<file path="src/rtl/lsu_axi_bridge.sv">
// Load/store bridge: MEM-stage byte/half/word accesses -> word-aligned AXI4-Lite master single transfers.
// Latency: stall = 1 issue cycle + master busy duration + 1; load_data is valid in the DONE cycle.
// Backpressure: stall holds the pipeline while a transfer is outstanding; a misaligned access never stalls and is never issued.
//
// Ports:
//   clk, rst                             clock and synchronous active-high reset
//   mem_read_en/mem_write_en/mem_addr/mem_wdata/mem_funct3   MEM-stage request, held until stall drops
//   stall, load_data, misaligned         pipeline-side results
//   write_start/write_addr/write_data/write_strobe/write_busy  master write port
//   read_start/read_addr/read_data/read_busy                   master read port
module lsu_axi_bridge #(
    parameter int ADDR_WIDTH = 32,
    parameter int DATA_WIDTH = 32
) (
    input  logic                  clk,
    input  logic                  rst,
    input  logic                  mem_read_en,
    input  logic                  mem_write_en,
    input  logic [ADDR_WIDTH-1:0] mem_addr,
    input  logic [DATA_WIDTH-1:0] mem_wdata,
    input  logic [2:0]            mem_funct3,
    output logic                  stall,
    output logic [DATA_WIDTH-1:0] load_data,
    output logic                  misaligned,
    output logic                  write_start,
    output logic [ADDR_WIDTH-1:0] write_addr,
    output logic [DATA_WIDTH-1:0] write_data,
    output logic [3:0]            write_strobe,
    input  logic                  write_busy,
    output logic                  read_start,
    output logic [ADDR_WIDTH-1:0] read_addr,
    input  logic [DATA_WIDTH-1:0] read_data,
    input  logic                  read_busy
);

    localparam logic [2:0] IDLE    = 3'd0;
    localparam logic [2:0] W_ISSUE = 3'd1;
    localparam logic [2:0] W_WAIT  = 3'd2;
    localparam logic [2:0] R_ISSUE = 3'd3;
    localparam logic [2:0] R_WAIT  = 3'd4;
    localparam logic [2:0] DONE    = 3'd5;

    logic [2:0]  state;
    logic [1:0]  ld_lo;     // byte offset of the outstanding load
    logic [2:0]  ld_funct3; // width/sign of the outstanding load

    logic [1:0]  addr_lo;
    logic        size_byte;
    logic        size_half;
    logic        req;
    logic        req_misaligned;
    logic        accept;
    logic [3:0]  st_strobe;
    logic [31:0] st_data;
    logic [ADDR_WIDTH-1:0] word_addr;

    assign addr_lo   = mem_addr[1:0];
    // funct3[1:0] encodes the size for both loads and stores; 11 falls through to word.
    assign size_byte = (mem_funct3[1:0] == 2'b00);
    assign size_half = (mem_funct3[1:0] == 2'b01);
    assign req       = mem_read_en | mem_write_en;

    assign req_misaligned = (size_half && addr_lo[0]) ||
                            (!size_byte && !size_half && (addr_lo != 2'b00));

    assign accept    = (state == IDLE) && req && !req_misaligned;
    assign word_addr = {mem_addr[ADDR_WIDTH-1:2], 2'b00};

    // Stall is combinational so the request is held from its very first cycle.
    always_comb begin
        stall = 1'b0;
        if (!rst) begin
            case (state)
                IDLE:                              stall = accept;
                W_ISSUE, W_WAIT, R_ISSUE, R_WAIT:  stall = 1'b1;
                default:                           stall = 1'b0;
            endcase
        end
    end

    // Store lane placement: replicate the narrow datum across the word and
    // let the strobe pick the lane the memory actually updates.
    always_comb begin
        st_strobe = 4'b1111;
        st_data   = mem_wdata;
        if (size_byte) begin
            st_strobe = 4'b0001 << addr_lo;
            st_data   = {4{mem_wdata[7:0]}};
        end else if (size_half) begin
            st_strobe = 4'b0011 << addr_lo;
            st_data   = {2{mem_wdata[15:0]}};
        end
    end

    function automatic logic [31:0] extend_load(input logic [31:0] word,
                                                input logic [1:0]  lo,
                                                input logic [2:0]  f3);
        logic [7:0]  b;
        logic [15:0] h;
        b = word[{lo, 3'b000} +: 8];
        h = lo[1] ? word[31:16] : word[15:0];
        case (f3)
            3'b000:  extend_load = {{24{b[7]}}, b};
            3'b001:  extend_load = {{16{h[15]}}, h};
            3'b100:  extend_load = {24'h0, b};
            3'b101:  extend_load = {16'h0, h};
            default: extend_load = word;
        endcase
    endfunction

    always_ff @(posedge clk) begin
        if (rst) begin
            state        <= IDLE;
            ld_lo        <= 2'b00;
            ld_funct3    <= 3'b000;
            load_data    <= '0;
            misaligned   <= 1'b0;
            write_start  <= 1'b0;
            write_addr   <= '0;
            write_data   <= '0;
            write_strobe <= 4'b0000;
            read_start   <= 1'b0;
            read_addr    <= '0;
        end else begin
            write_start <= 1'b0;
            read_start  <= 1'b0;
            misaligned  <= 1'b0;
            case (state)
                IDLE: begin
                    if (req && req_misaligned) begin
                        misaligned <= 1'b1;
                    end else if (mem_write_en) begin
                        // Write has priority when both enables are high.
                        write_addr   <= word_addr;
                        write_data   <= st_data;
                        write_strobe <= st_strobe;
                        write_start  <= 1'b1;
                        state        <= W_ISSUE;
                    end else if (mem_read_en) begin
                        read_addr  <= word_addr;
                        ld_lo      <= addr_lo;
                        ld_funct3  <= mem_funct3;
                        read_start <= 1'b1;
                        state      <= R_ISSUE;
                    end
                end
                // The master may raise busy a cycle after start; do not
                // mistake the pre-busy gap for completion.
                W_ISSUE: if (write_busy) state <= W_WAIT;
                W_WAIT:  if (!write_busy) state <= DONE;
                R_ISSUE: if (read_busy) state <= R_WAIT;
                R_WAIT: begin
                    if (!read_busy) begin
                        load_data <= extend_load(read_data, ld_lo, ld_funct3);
                        state     <= DONE;
                    end
                end
                DONE:    state <= IDLE;
                default: state <= IDLE;
            endcase
        end
    end

endmodule

</file>
<file path="config.mk">
export PLATFORM = sky130hd
export DESIGN_NAME = lsu_axi_bridge
export DESIGN_NICKNAME = d
export VERILOG_FILES = /design/src/rtl/lsu_axi_bridge.sv
export SDC_FILE = /design/constraint.sdc
export NUM_CORES = 1
export LEC_CHECK = 0
export BUFFER_PORTS_ARGS = -buffer_cell sky130_fd_sc_hd__buf_4
export CORE_ASPECT_RATIO = 0.6
export CORE_MARGIN = 8
export CORE_UTILIZATION = 40
export DETAILED_ROUTE_END_ITERATION = 7
export PLACE_DENSITY_LB_ADDON = 0.3
export SYNTH_ARGS = -nofsm -noshare
export SYNTH_HDL_FRONTEND = slang
export SYNTH_SLANG_ARGS = --single-unit
</file>
<file path="constraint.sdc">
create_clock -name clk -period 1.7 [get_ports clk]
set_input_delay 0.34 -clock clk [delete_from_list [all_inputs] [get_ports clk]]
set_output_delay 0.34 -clock clk [all_outputs]
set_load 0.03 [all_outputs]
</file>
==> results.toml <==
[power]
p_leak_nw = 4.01
total_power_w = 0.00978
ir_drop_v = 0.000512
p_per_area_nw_per_um2 = 1080

[floorplan]
boundaryPins = 241
start_util = 0.414
die-area_um2 = 19500
dieHeight_um = 111
fp-row-count = 34
die_x_um = 175
fp.coreArea_um2 = 14600

[setup_path]
startpoint_type = "primary input"
worstSetupStartpoint = "mem_addr[1]"
worstPathRequired_ns = 1.36
critPathArrivalTime_ns = 1.42
path_max_fanout = 4
setup.worst_path.end_class = "output pin"
path_class = "in -> out"
cpPeakStageDelay_ns = 0.25
r2r_start = "state[0]"
cp_slowest_cell = "a211oi_2"
crit_path_frequent_cell = "buf_4"
cp_cell_sequence = "buf_4, inv_2, ha_4, nand2b_4, o211ai_1, a211oi_2, buf_4"

[sta]
finalSetupViolCount = 1
slew_headroom = 0.652
hold_viol_final = 0
final.setup.worst_slack_ns = -0.0559
clock.fmax_mhz = 570
rsz0062_at_grt = "yes"
fin_crit_ns = 1.76
fin_crit_sh = 1.03
final_max_slew_viol_count = 0
worstMarginPinSlew_ns = 0.522
skew_ns = 0.0116

[global_routing]
grt_remaining_overflow = 0
grt_pass1_vias = 5788
grt_use_total = 0.204
met1_usage = 0.280
grtUsageMet3 = 0.0701
grt_most_used_layer = "met2"
antenna_found_initial = 0
grt_max_degree = 49
met2_usage = 0.300
grt_pass1_wl_um = 32400

[logic_synthesis]
synth_cell_type_count = 41
synthMuxAreaShare = 0.117
synth_seq_area_share = 0.460
synth_area_leaders = "dfxtp_1 46%, mux2i_1 9.1%, nand2_1 8.3%, nor2_1 5.4%, a211oi_1 4.3%"
synth_top_area_frac = 0.460
avgSynthCellArea_um2 = 8.60
synth-simple-area-share = 0.196
synth_area_um2 = 6060
synth_compound_area_frac = 0.162
synth_cells = 704
yosysTopAreaCell = "dfxtp_1"
synth_top_family_by_area = "simple AND/OR/NAND/NOR gates"
yosys_warnings = 0
synth_xor_area_frac = 0
synth-seq-cells = 139
synthAdderAreaFrac = 0.00826

[detailed_routing]
vias_per_cell = 5.16
drt_iter0_markers = 592
ant_nets = 0
drt-total-wl_um = 21300
dr_total_vias = 6014
post-route-drc-count = 0
avgRoutedWirePerCell_um = 18.3
drt_pass1_iterations = 5

[run_status]
status = "finished, violations left"
violations = "negative setup slack"

[cells_and_area]
final_area_um2 = 9070
nFillCells = 1289
nets = 1064
multi_input_area_um2 = 3010
synthToLayoutAreaGrowth_pct = 49.8
layout_common_cells = "275 x buf_4, 136 x dfxtp_1, 134 x nand2_1, 87 x nor2_1, 55 x mux2i_1"
antennaDiodeCount = 0
mostFrequentLayoutCell = "buf_4"
layout-drive-gt1-share = 0.370
regArea_um2 = 2790

[clock_tree]
cts_max_level = 4
tritoncts = "built"
cts_buffer_depth = 2
clkTransAtPathRegs_ns = 0.06
cts_buffers = 17
clkSinkCount = 139
worstSkewPairLatency_ns = 0.41
cts-hold-fix-buffers = 0
cts-root-buf = "clkbuf_16"

[placement]
placed_area_um2 = 8220
port_buffers = 236
gp_congestion = 0.887
dp_hpwl_um = 15300

[min_path]
hold_start = "mem_addr[16]"
worstHoldPathType = "in -> reg"

[job]
drv_cap = 0
## final cells by class
class / count / area share
Inverter: 4 / 0.00166
Sequential cell: 139 / 0.308
Clock buffer: 19 / 0.0477
Multi-Input combinational cell: 500 / 0.332
Timing Repair Buffer: 293 / 0.263
Tap cell: 198 / 0.0273
Clock inverter: 12 / 0.0207
## path summary, 6_finish.rpt
kind	to	slack, ns	cells past startpoint
hold reg to reg	write_addr[31]	0.46	2
hold / removal	read_addr[16]	0.18	3
setup reg to reg	load_data[3]	0.03	7
setup / recovery	stall	-0.06	7
## sequential cells by signal (all words and copies together), names as in the netlist
signal and count:
ld_funct3 3, ld_lo 2, load_data 32, misaligned 1, read_addr 30, read_start 1, state 3, write_addr 30
write_data 32, write_start 1, write_strobe 4
## metal layers
layer	vias up	routed length, um
met4	0	209
met5	-	0
met3	12	2090
li1	2926	-
met2	273	9230
met1	2803	9800
## stage by stage
stage | TNS, ns | hold WS [ns] | cells | setup WS, ns | utilization
2_1_floorplan | 0 | 0.476 | 707 | 0.0322 | -
3_3_place_gp | -4.08 | 0.444 | 1121 | -0.105 | 0.562
3_5_place_dp | -6.07 | 0.449 | 1121 | -0.148 | 0.562
4_1_cts | -0.0524 | 0.158 | 1156 | -0.0524 | 0.608
5_1_grt | -0.782 | 0.168 | 1165 | -0.0911 | 0.620
6_report | -0.0559 | 0.176 | 1165 | -0.0559 | 0.620
## worst max-delay path, delay by kind of cell
family	cells	cell delay, ns
AO/OA/AOI/OAI	2	0.41
adder cells (fa/ha/maj)	1	0.14
buffers and inverters	3	0.38
AND/OR/NAND/NOR	1	0.14
## Yosys cell counts
master / count
dfxtp_1: 139
nand2_1: 134
nor2_1: 87
mux2i_1: 55
a21oi_1: 49
a211oi_1: 35
clkbuf_1: 33
o21ai_0: 32
a311oi_1: 16
buf_2: 16
mux2_2: 14
buf_4: 13
nand3b_1: 10
nor3b_1: 8
a22oi_1: 7
and2_1: 7
nor2b_1: 6
nor3_1: 5
ha_1: 4
inv_1: 4
nand2b_1: 4
nand4_1: 3
a221oi_1: 2
buf_6: 2
o21a_1: 2
or3_1: 2
a2111oi_0: 1
a2111oi_2: 1
a211oi_4: 1
a21oi_2: 1
a22o_1: 1
and4_1: 1
conb_1: 1
nand4b_1: 1
nor3_4: 1
nor4b_2: 1
o211ai_1: 1
o21bai_1: 1
o22ai_2: 1
or2_2: 1
or4_1: 1
## power by group
group          total (W)  switching [W]  internal [W]
Combinational    0.00220        0.00126      0.000940
Clock            0.00395        0.00147       0.00247
Sequential       0.00363       0.000141       0.00349
Total            0.00978        0.00288       0.00690
## kinds of logic after synthesis
family	after synthesis
other cells	1
mux	69
fa+ha+maj	4
simple gates	272
compound gates	151
flops	139
buf+inv	68
## what timing repair did
item | in CTS | in global routing
gates cloned | 0 | 5
buffers inserted | 4 | 5
setup endpoints to repair | 1 | 27
gates resized for setup | 8 | 17
pin swaps | 3 | 15
No activity file was read; power rests on OpenSTA's default activity.
